## src/rtl/mc_ctrl_pkg.sv

```systemverilog
// Shared encodings for the multi-cycle control FSM: ALU codes, opcodes, mux selects, states.
package mc_ctrl_pkg;

    localparam logic [2:0] ALU_NOP  = 3'b000;
    localparam logic [2:0] ALU_ADD  = 3'b001;
    localparam logic [2:0] ALU_SUB  = 3'b010;
    localparam logic [2:0] ALU_AND  = 3'b011;
    localparam logic [2:0] ALU_OR   = 3'b100;
    localparam logic [2:0] ALU_SLT  = 3'b101;
    localparam logic [2:0] ALU_SLTU = 3'b110;
    localparam logic [2:0] ALU_SLL  = 3'b111;

    localparam logic [5:0] OP_R    = 6'b000000;
    localparam logic [5:0] OP_LW   = 6'b100011;
    localparam logic [5:0] OP_SW   = 6'b101011;
    localparam logic [5:0] OP_BEQ  = 6'b000100;
    localparam logic [5:0] OP_ADDI = 6'b001000;
    localparam logic [5:0] OP_ORI  = 6'b001101;
    localparam logic [5:0] OP_J    = 6'b000010;
    localparam logic [5:0] OP_JAL  = 6'b000011;

    localparam logic [5:0] FN_ADD  = 6'b100000;
    localparam logic [5:0] FN_SUB  = 6'b100010;
    localparam logic [5:0] FN_AND  = 6'b100100;
    localparam logic [5:0] FN_OR   = 6'b100101;
    localparam logic [5:0] FN_SLT  = 6'b101010;
    localparam logic [5:0] FN_SLTU = 6'b101011;
    localparam logic [5:0] FN_SLL  = 6'b000000;

    localparam logic [1:0] RDST_RT = 2'b00, RDST_RD = 2'b01, RDST_RA = 2'b10;
    localparam logic [1:0] WB_ALU  = 2'b00, WB_MDR  = 2'b01, WB_PC   = 2'b10;
    localparam logic [1:0] SRCA_PC = 2'b00, SRCA_REG = 2'b01, SRCA_SHAMT = 2'b10;
    localparam logic [1:0] SRCB_REG = 2'b00, SRCB_4 = 2'b01, SRCB_IMM = 2'b10, SRCB_BR = 2'b11;
    localparam logic [1:0] PCS_ALU = 2'b00, PCS_ALUOUT = 2'b01, PCS_JUMP = 2'b10;

    typedef enum logic [3:0] {
        S_FETCH = 4'd0, S_DECODE, S_EXE_R, S_ALUWB_R, S_EXE_I, S_ALUWB_I, S_MEMADR,
        S_MEMRD, S_MEMWR, S_MEMWB, S_BRANCH, S_JUMP, S_JAL, S_HALT
    } state_t;

    typedef enum logic [3:0] {
        IT_R, IT_LW, IT_SW, IT_BEQ, IT_ADDI, IT_ORI, IT_J, IT_JAL, IT_ILL
    } itype_t;

    typedef struct packed {
        logic       pc_en;
        logic       iord;
        logic       mem_req;
        logic       mem_write;
        logic       ir_write;
        logic       reg_write;
        logic [1:0] reg_dst;
        logic [1:0] mem_to_reg;
        logic [1:0] alu_src_a;
        logic [1:0] alu_src_b;
        logic [2:0] alu_op;
        logic       ext_op;
        logic [1:0] pc_source;
        logic       illegal;
        logic       halted;
    } ctrl_t;

endpackage

```

## src/rtl/mc_ctrl_decode.sv

```systemverilog
// Combinational Op/Funct decode into instruction class, ALU code, extend mode and legality.
// MC_CTRL_JAL_EN: when defined, Op 000011 decodes as jal; otherwise it is illegal.
module mc_ctrl_decode
    import mc_ctrl_pkg::*;
(
    input  logic [5:0] op_i,
    input  logic [5:0] funct_i,
    output logic [3:0] itype_o,
    output logic [2:0] alu_op_o,
    output logic       ext_op_o,
    output logic       legal_o
);

    itype_t itype;

    always_comb begin
        itype    = IT_ILL;
        alu_op_o = ALU_ADD;
        ext_op_o = 1'b1;
        legal_o  = 1'b1;
        case (op_i)
            OP_R: begin
                itype = IT_R;
                case (funct_i)
                    FN_ADD:  alu_op_o = ALU_ADD;
                    FN_SUB:  alu_op_o = ALU_SUB;
                    FN_AND:  alu_op_o = ALU_AND;
                    FN_OR:   alu_op_o = ALU_OR;
                    FN_SLT:  alu_op_o = ALU_SLT;
                    FN_SLTU: alu_op_o = ALU_SLTU;
                    FN_SLL:  alu_op_o = ALU_SLL;
                    default: begin
                        alu_op_o = ALU_NOP;
                        legal_o  = 1'b0;
                    end
                endcase
            end
            OP_LW:   itype = IT_LW;
            OP_SW:   itype = IT_SW;
            OP_BEQ: begin
                itype    = IT_BEQ;
                alu_op_o = ALU_SUB;
            end
            OP_ADDI: itype = IT_ADDI;
            OP_ORI: begin
                itype    = IT_ORI;
                alu_op_o = ALU_OR;
                ext_op_o = 1'b0;
            end
            OP_J:    itype = IT_J;
`ifdef MC_CTRL_JAL_EN
            OP_JAL:  itype = IT_JAL;
`endif
            default: legal_o = 1'b0;
        endcase
    end

    assign itype_o = itype;

endmodule

```

## src/rtl/mc_ctrl.sv

```systemverilog
// Multi-cycle MIPS-subset control FSM; outputs are decoded from state, Op and Funct.
// ILLEGAL_TRAP selects HALT (1) or silent return to FETCH (0) for unsupported instructions.
module mc_ctrl
    import mc_ctrl_pkg::*;
#(
    parameter int ILLEGAL_TRAP = 1
)
(
    input  logic       clk,
    input  logic       rst,
    input  logic [5:0] Op,
    input  logic [5:0] Funct,
    input  logic       Zero,
    input  logic       mem_ready,
    output logic       pc_en,
    output logic       IorD,
    output logic       mem_req,
    output logic       MemWrite,
    output logic       IRWrite,
    output logic       RegWrite,
    output logic [1:0] RegDst,
    output logic [1:0] MemtoReg,
    output logic [1:0] ALUSrcA,
    output logic [1:0] ALUSrcB,
    output logic [2:0] ALUOp,
    output logic       EXTOp,
    output logic [1:0] PCSource,
    output logic       illegal,
    output logic       halted
);

    localparam state_t TRAP_DEST = (ILLEGAL_TRAP != 0) ? S_HALT : S_FETCH;

    state_t     state_q, state_d;
    logic [3:0] dec_itype_raw;
    itype_t     dec_itype;
    logic [2:0] dec_alu_op;
    logic       dec_ext_op;
    logic       dec_legal;
    ctrl_t      ctrl_d, ctrl;

    mc_ctrl_decode u_decode (
        .op_i     (Op),
        .funct_i  (Funct),
        .itype_o  (dec_itype_raw),
        .alu_op_o (dec_alu_op),
        .ext_op_o (dec_ext_op),
        .legal_o  (dec_legal)
    );

    assign dec_itype = itype_t'(dec_itype_raw);

    always_comb begin
        state_d = state_q;
        case (state_q)
            S_FETCH:  if (mem_ready) state_d = S_DECODE;
            S_DECODE: begin
                case (dec_itype)
                    IT_R:           state_d = S_EXE_R;
                    IT_LW, IT_SW:   state_d = S_MEMADR;
                    IT_BEQ:         state_d = S_BRANCH;
                    IT_ADDI, IT_ORI: state_d = S_EXE_I;
                    IT_J:           state_d = S_JUMP;
                    IT_JAL:         state_d = S_JAL;
                    default:        state_d = TRAP_DEST;
                endcase
            end
            S_EXE_R:  state_d = dec_legal ? S_ALUWB_R : TRAP_DEST;
            S_EXE_I:  state_d = S_ALUWB_I;
            S_MEMADR: state_d = (dec_itype == IT_SW) ? S_MEMWR : S_MEMRD;
            S_MEMRD:  if (mem_ready) state_d = S_MEMWB;
            S_MEMWR:  if (mem_ready) state_d = S_FETCH;
            S_HALT:   state_d = S_HALT;
            default:  state_d = S_FETCH;
        endcase
    end

    always_ff @(posedge clk or posedge rst) begin
        if (rst) state_q <= S_FETCH;
        else     state_q <= state_d;
    end

    always_comb begin
        ctrl_d = '0;
        case (state_q)
            S_FETCH: begin
                ctrl_d.mem_req   = 1'b1;
                ctrl_d.alu_src_a = SRCA_PC;
                ctrl_d.alu_src_b = SRCB_4;
                ctrl_d.alu_op    = ALU_ADD;
                ctrl_d.pc_source = PCS_ALU;
                ctrl_d.ir_write  = mem_ready;
                ctrl_d.pc_en     = mem_ready;
            end
            S_DECODE: begin
                ctrl_d.alu_src_a = SRCA_PC;
                ctrl_d.alu_src_b = SRCB_BR;
                ctrl_d.ext_op    = 1'b1;
                ctrl_d.alu_op    = ALU_ADD;
                ctrl_d.illegal   = (dec_itype == IT_ILL);
            end
            S_EXE_R: begin
                ctrl_d.alu_src_a = (Funct == FN_SLL) ? SRCA_SHAMT : SRCA_REG;
                ctrl_d.alu_src_b = SRCB_REG;
                ctrl_d.alu_op    = dec_alu_op;
                ctrl_d.illegal   = !dec_legal;
            end
            S_ALUWB_R: begin
                ctrl_d.reg_write  = 1'b1;
                ctrl_d.reg_dst    = RDST_RD;
                ctrl_d.mem_to_reg = WB_ALU;
            end
            S_EXE_I: begin
                ctrl_d.alu_src_a = SRCA_REG;
                ctrl_d.alu_src_b = SRCB_IMM;
                ctrl_d.alu_op    = dec_alu_op;
                ctrl_d.ext_op    = dec_ext_op;
            end
            S_ALUWB_I: begin
                ctrl_d.reg_write  = 1'b1;
                ctrl_d.reg_dst    = RDST_RT;
                ctrl_d.mem_to_reg = WB_ALU;
            end
            S_MEMADR: begin
                ctrl_d.alu_src_a = SRCA_REG;
                ctrl_d.alu_src_b = SRCB_IMM;
                ctrl_d.ext_op    = 1'b1;
                ctrl_d.alu_op    = ALU_ADD;
            end
            S_MEMRD: begin
                ctrl_d.mem_req = 1'b1;
                ctrl_d.iord    = 1'b1;
            end
            S_MEMWR: begin
                ctrl_d.mem_req   = 1'b1;
                ctrl_d.iord      = 1'b1;
                ctrl_d.mem_write = 1'b1;
            end
            S_MEMWB: begin
                ctrl_d.reg_write  = 1'b1;
                ctrl_d.reg_dst    = RDST_RT;
                ctrl_d.mem_to_reg = WB_MDR;
            end
            S_BRANCH: begin
                ctrl_d.alu_src_a = SRCA_REG;
                ctrl_d.alu_src_b = SRCB_REG;
                ctrl_d.alu_op    = ALU_SUB;
                ctrl_d.pc_source = PCS_ALUOUT;
                ctrl_d.pc_en     = Zero;
            end
            S_JUMP: begin
                ctrl_d.pc_source = PCS_JUMP;
                ctrl_d.pc_en     = 1'b1;
            end
            // PC already holds PC+4 from FETCH, so it is the link value.
            S_JAL: begin
                ctrl_d.reg_write  = 1'b1;
                ctrl_d.reg_dst    = RDST_RA;
                ctrl_d.mem_to_reg = WB_PC;
                ctrl_d.pc_source  = PCS_JUMP;
                ctrl_d.pc_en      = 1'b1;
            end
            S_HALT:  ctrl_d.halted = 1'b1;
            default: ctrl_d = '0;
        endcase
    end

    // Reset masks every output immediately, abandoning any in-flight access.
    assign ctrl = rst ? '0 : ctrl_d;

    assign pc_en    = ctrl.pc_en;
    assign IorD     = ctrl.iord;
    assign mem_req  = ctrl.mem_req;
    assign MemWrite = ctrl.mem_write;
    assign IRWrite  = ctrl.ir_write;
    assign RegWrite = ctrl.reg_write;
    assign RegDst   = ctrl.reg_dst;
    assign MemtoReg = ctrl.mem_to_reg;
    assign ALUSrcA  = ctrl.alu_src_a;
    assign ALUSrcB  = ctrl.alu_src_b;
    assign ALUOp    = ctrl.alu_op;
    assign EXTOp    = ctrl.ext_op;
    assign PCSource = ctrl.pc_source;
    assign illegal  = ctrl.illegal;
    assign halted   = ctrl.halted;

endmodule

```

## config.mk

```make
export PLATFORM = sky130hd
export DESIGN_NAME = mc_ctrl
export DESIGN_NICKNAME = d
export VERILOG_FILES = /design/src/rtl/mc_ctrl_pkg.sv /design/src/rtl/mc_ctrl_decode.sv /design/src/rtl/mc_ctrl.sv
export SDC_FILE = /design/constraint.sdc
export NUM_CORES = 1
export LEC_CHECK = 0
export ABC_AREA = 1
export ABC_CLOCK_PERIOD_IN_PS = 2700
export CAP_MARGIN = 30
export CORE_MARGIN = 4
export CORE_UTILIZATION = 45
export DETAILED_ROUTE_END_ITERATION = 8
export PLACE_DENSITY = 0.85
export SLEW_MARGIN = 20
export SYNTH_ARGS = -nofsm -noshare
export SYNTH_HDL_FRONTEND = slang
export SYNTH_SLANG_ARGS = --single-unit
export TNS_END_PERCENT = 20
```

## constraint.sdc

```tcl
create_clock -name clk -period 2.7 [get_ports clk]
set_input_delay 0.54 -clock clk [delete_from_list [all_inputs] [get_ports clk]]
set_output_delay 0.54 -clock clk [all_outputs]
set_load 0.01 [all_outputs]
```

==> results.cfg <==
[outcome]
status = complete, no violations

[global_routing]
grt_pass1_vias = 1292
grt_use_total_pct = 22.08
antenna_found_initial = 0
grt_pass1_wl_um = 4974
grt_max_degree = 10
grt_overflow = 0

[layout]
layout_commonest_cell = nand2_1
area.growth.synth_to_final_pct = 58.60
utilization_pct = 77.04
top_register = state_q
finalNetCount = 258
n_antenna_cell = 0
largest_register_ffs = 4
layout_common_cells = 36 x nand2_1, 26 x nor2_1, 23 x clkdlybuf4s50_1
top_regs = state_q x4
final_layout_size_suffix_gt1_share_pct = 24.89

[sta]
finalCritPeriodShare_pct = 99.08
tightestPinTransition_ps = 308.0
finalHoldViolations = 0
rsz0062_at_grt = true
drv_slew = 0
worst_clock_skew_ps = 10.23
layout_min_cycle_time_ps = 2675
setup_violations = 0
tns_ps = 0
max_freq_mhz = 373.8
max_slew_margin_pct = 79.39

[min_path]
hp-class = register to register
min_delay_path_depth = 3

[floorplanning]
ios = 38
start_util_pct = 48.58
die_x_um = 54.72
core_area_um2 = 2022
dieArea_um2 = 2994
die_h_um = 54.72
rows = 16

[routing]
first_pass_iters = 4
route.detailed.drc = 0
ant_nets = 0
vias = 1405
first_iter_violations = 46
avgRoutedWirePerCell_um = 11.81
wirelength_um = 3118
viasPerCell = 5.322

[worst_setup_path]
cp.depth = 4
reg2reg_slack_ps = 1140
crit_chain = clkdlybuf4s50_1 > nor4_2 > a211o_1 > clkdlybuf4s50_1
cp_common_cell = clkdlybuf4s50_1
cp_top_family = buffers and inverters
critical_path_class = input pin to output port
cp_slowest_cell = clkdlybuf4s50_1
worstRegToRegCells = 10
crit_path_max_fanout = 6
worstPathRequired_ps = 2160
cp-start-kind = input pin
critPathCaptureType = output port
cp_slowest_stage_delay_ps = 530
worstPathArrival_ps = 2140
crit_buf_inv = 2

[clock_network]
clock_latency_ps = 250
htreeDepth = 1
clock_path_buffers = 2
post-cts-setup-buffer-count = 0
clk_pin_slew_ps = 50
numCtsBuffers = 3
cts_tree = done
cts-root-buf = clkbuf_4
clkSinkCount = 4

[power]
ir_worst_vdd_mv = 0.3365
p_leak_uw = 0.0008444
power.density_nw_per_um2 = 513.8

[synth]
seq_area_frac_synth_pct = 10.19
ys_ff_latch = 4
ys_warn_count = 0
synth_nets = 202
synth_area_per_cell_um2 = 5.367
syn_area_um2 = 982.2
syn_inst = 183
synthDistinctLibCells = 26

[job]
drv_cap = 0

[placed_design]
gp_congestion = 0.8908
dp_hpwl_um = 2586
port_buffers = 37
[final cells by class]
type	instances	area (µm²)
inverter	31	116.4
tap	27	33.78
multi-input combinational	145	795.8
fill	180	464.2
timing repair buffer	54	489.2
clock buffer	3	22.52
sequential	4	100.1
[metal layers]
metal  vias to the layer above  part of all wire, %  track usage (%)
met5                         -                    0                0
met4                         0                  1.6            7.054
met3                         5                  6.8            2.725
met2                        57                   53            44.09
met1                       631                   38            23.05
li1                        712                    -                -
[per-stage QoR]
step / hold slack (ps) / instance area (µm²) / total power (µW) / instances / worst slack [ps]
after floorplan: 522.5 / 982.2 / 461.2 / 183 / 685.3
after global placement: 642.7 / 1499 / 703.6 / 261 / -260.5
after detailed placement: 643.4 / 1499 / 711.5 / 261 / -343.4
after CTS: 636.8 / 1523 / 783.9 / 264 / -137.1
after global routing: 693.3 / 1558 / 880.5 / 264 / -30.74
final: 636.0 / 1558 / 800.4 / 264 / 24.79
[repair_timing]
item / 4_1_cts / 5_1_grt
hold buffers: 0 / 0
pin swaps: 2 / 3
hold endpoints to repair: 0 / 0
setup endpoints to repair: 8 / 10
gates resized for setup: 14 / 19
[worst register-to-register path: stages, from the launching register on]
cell	delay, ps
dfrtp_1	420
nor2_2	240
inv_2	100
nor2_2	230
inv_2	60
nand2_1	60
nand3_1	70
buf_4	150
nand2_1	60
nand2_1	40
nand2_1	70
[final timing paths]
path | start | end
setup / recovery | rst | pc_en
hold / removal | state_q[0] | state_q[3]
setup reg to reg | state_q[3] | state_q[3]
hold reg to reg | state_q[0] | state_q[3]
max in group asynchronous | rst | state_q[0]
min in group asynchronous | rst | state_q[2]
[synth_stat cells]
library cell	instances	area share, %
nand2_1	36	14
nor2_1	29	11
inv_1	22	8.4
nand3_1	21	11
nor2_2	11	7.0
a21oi_1	9	4.6
inv_2	9	3.4
nand4_1	6	3.8
o21ai_0	5	2.5
dfrtp_1	4	10
nand2_2	4	2.5
nor3_1	4	2.0
ha_1	3	3.8
a31oi_1	2	1.3
clkbuf_1	2	0.76
nand3_2	2	2.0
nor2_4	2	2.3
nor4_1	2	1.3
o211ai_1	2	1.5
o21ai_1	2	1.0
a211o_1	1	0.89
a211oi_1	1	0.76
a21oi_2	1	0.89
buf_4	1	0.76
nand3_4	1	1.8
o21bai_1	1	0.76
[cell families after synthesis]
| group | synth area share [%] |
|---|---|
| flops | 10.19 |
| fa+ha+maj | 3.822 |
| simple gates | 58.34 |
| buf+inv | 13.38 |
| compound gates | 14.27 |
[report_power, final]
group	internal [µW]	total [µW]	switching (µW)
combinational	254	609	355
clock	50.2	81.4	31.2
sequential	83.9	110	26.2
Note: power is estimated with default switching activity, not from simulation.
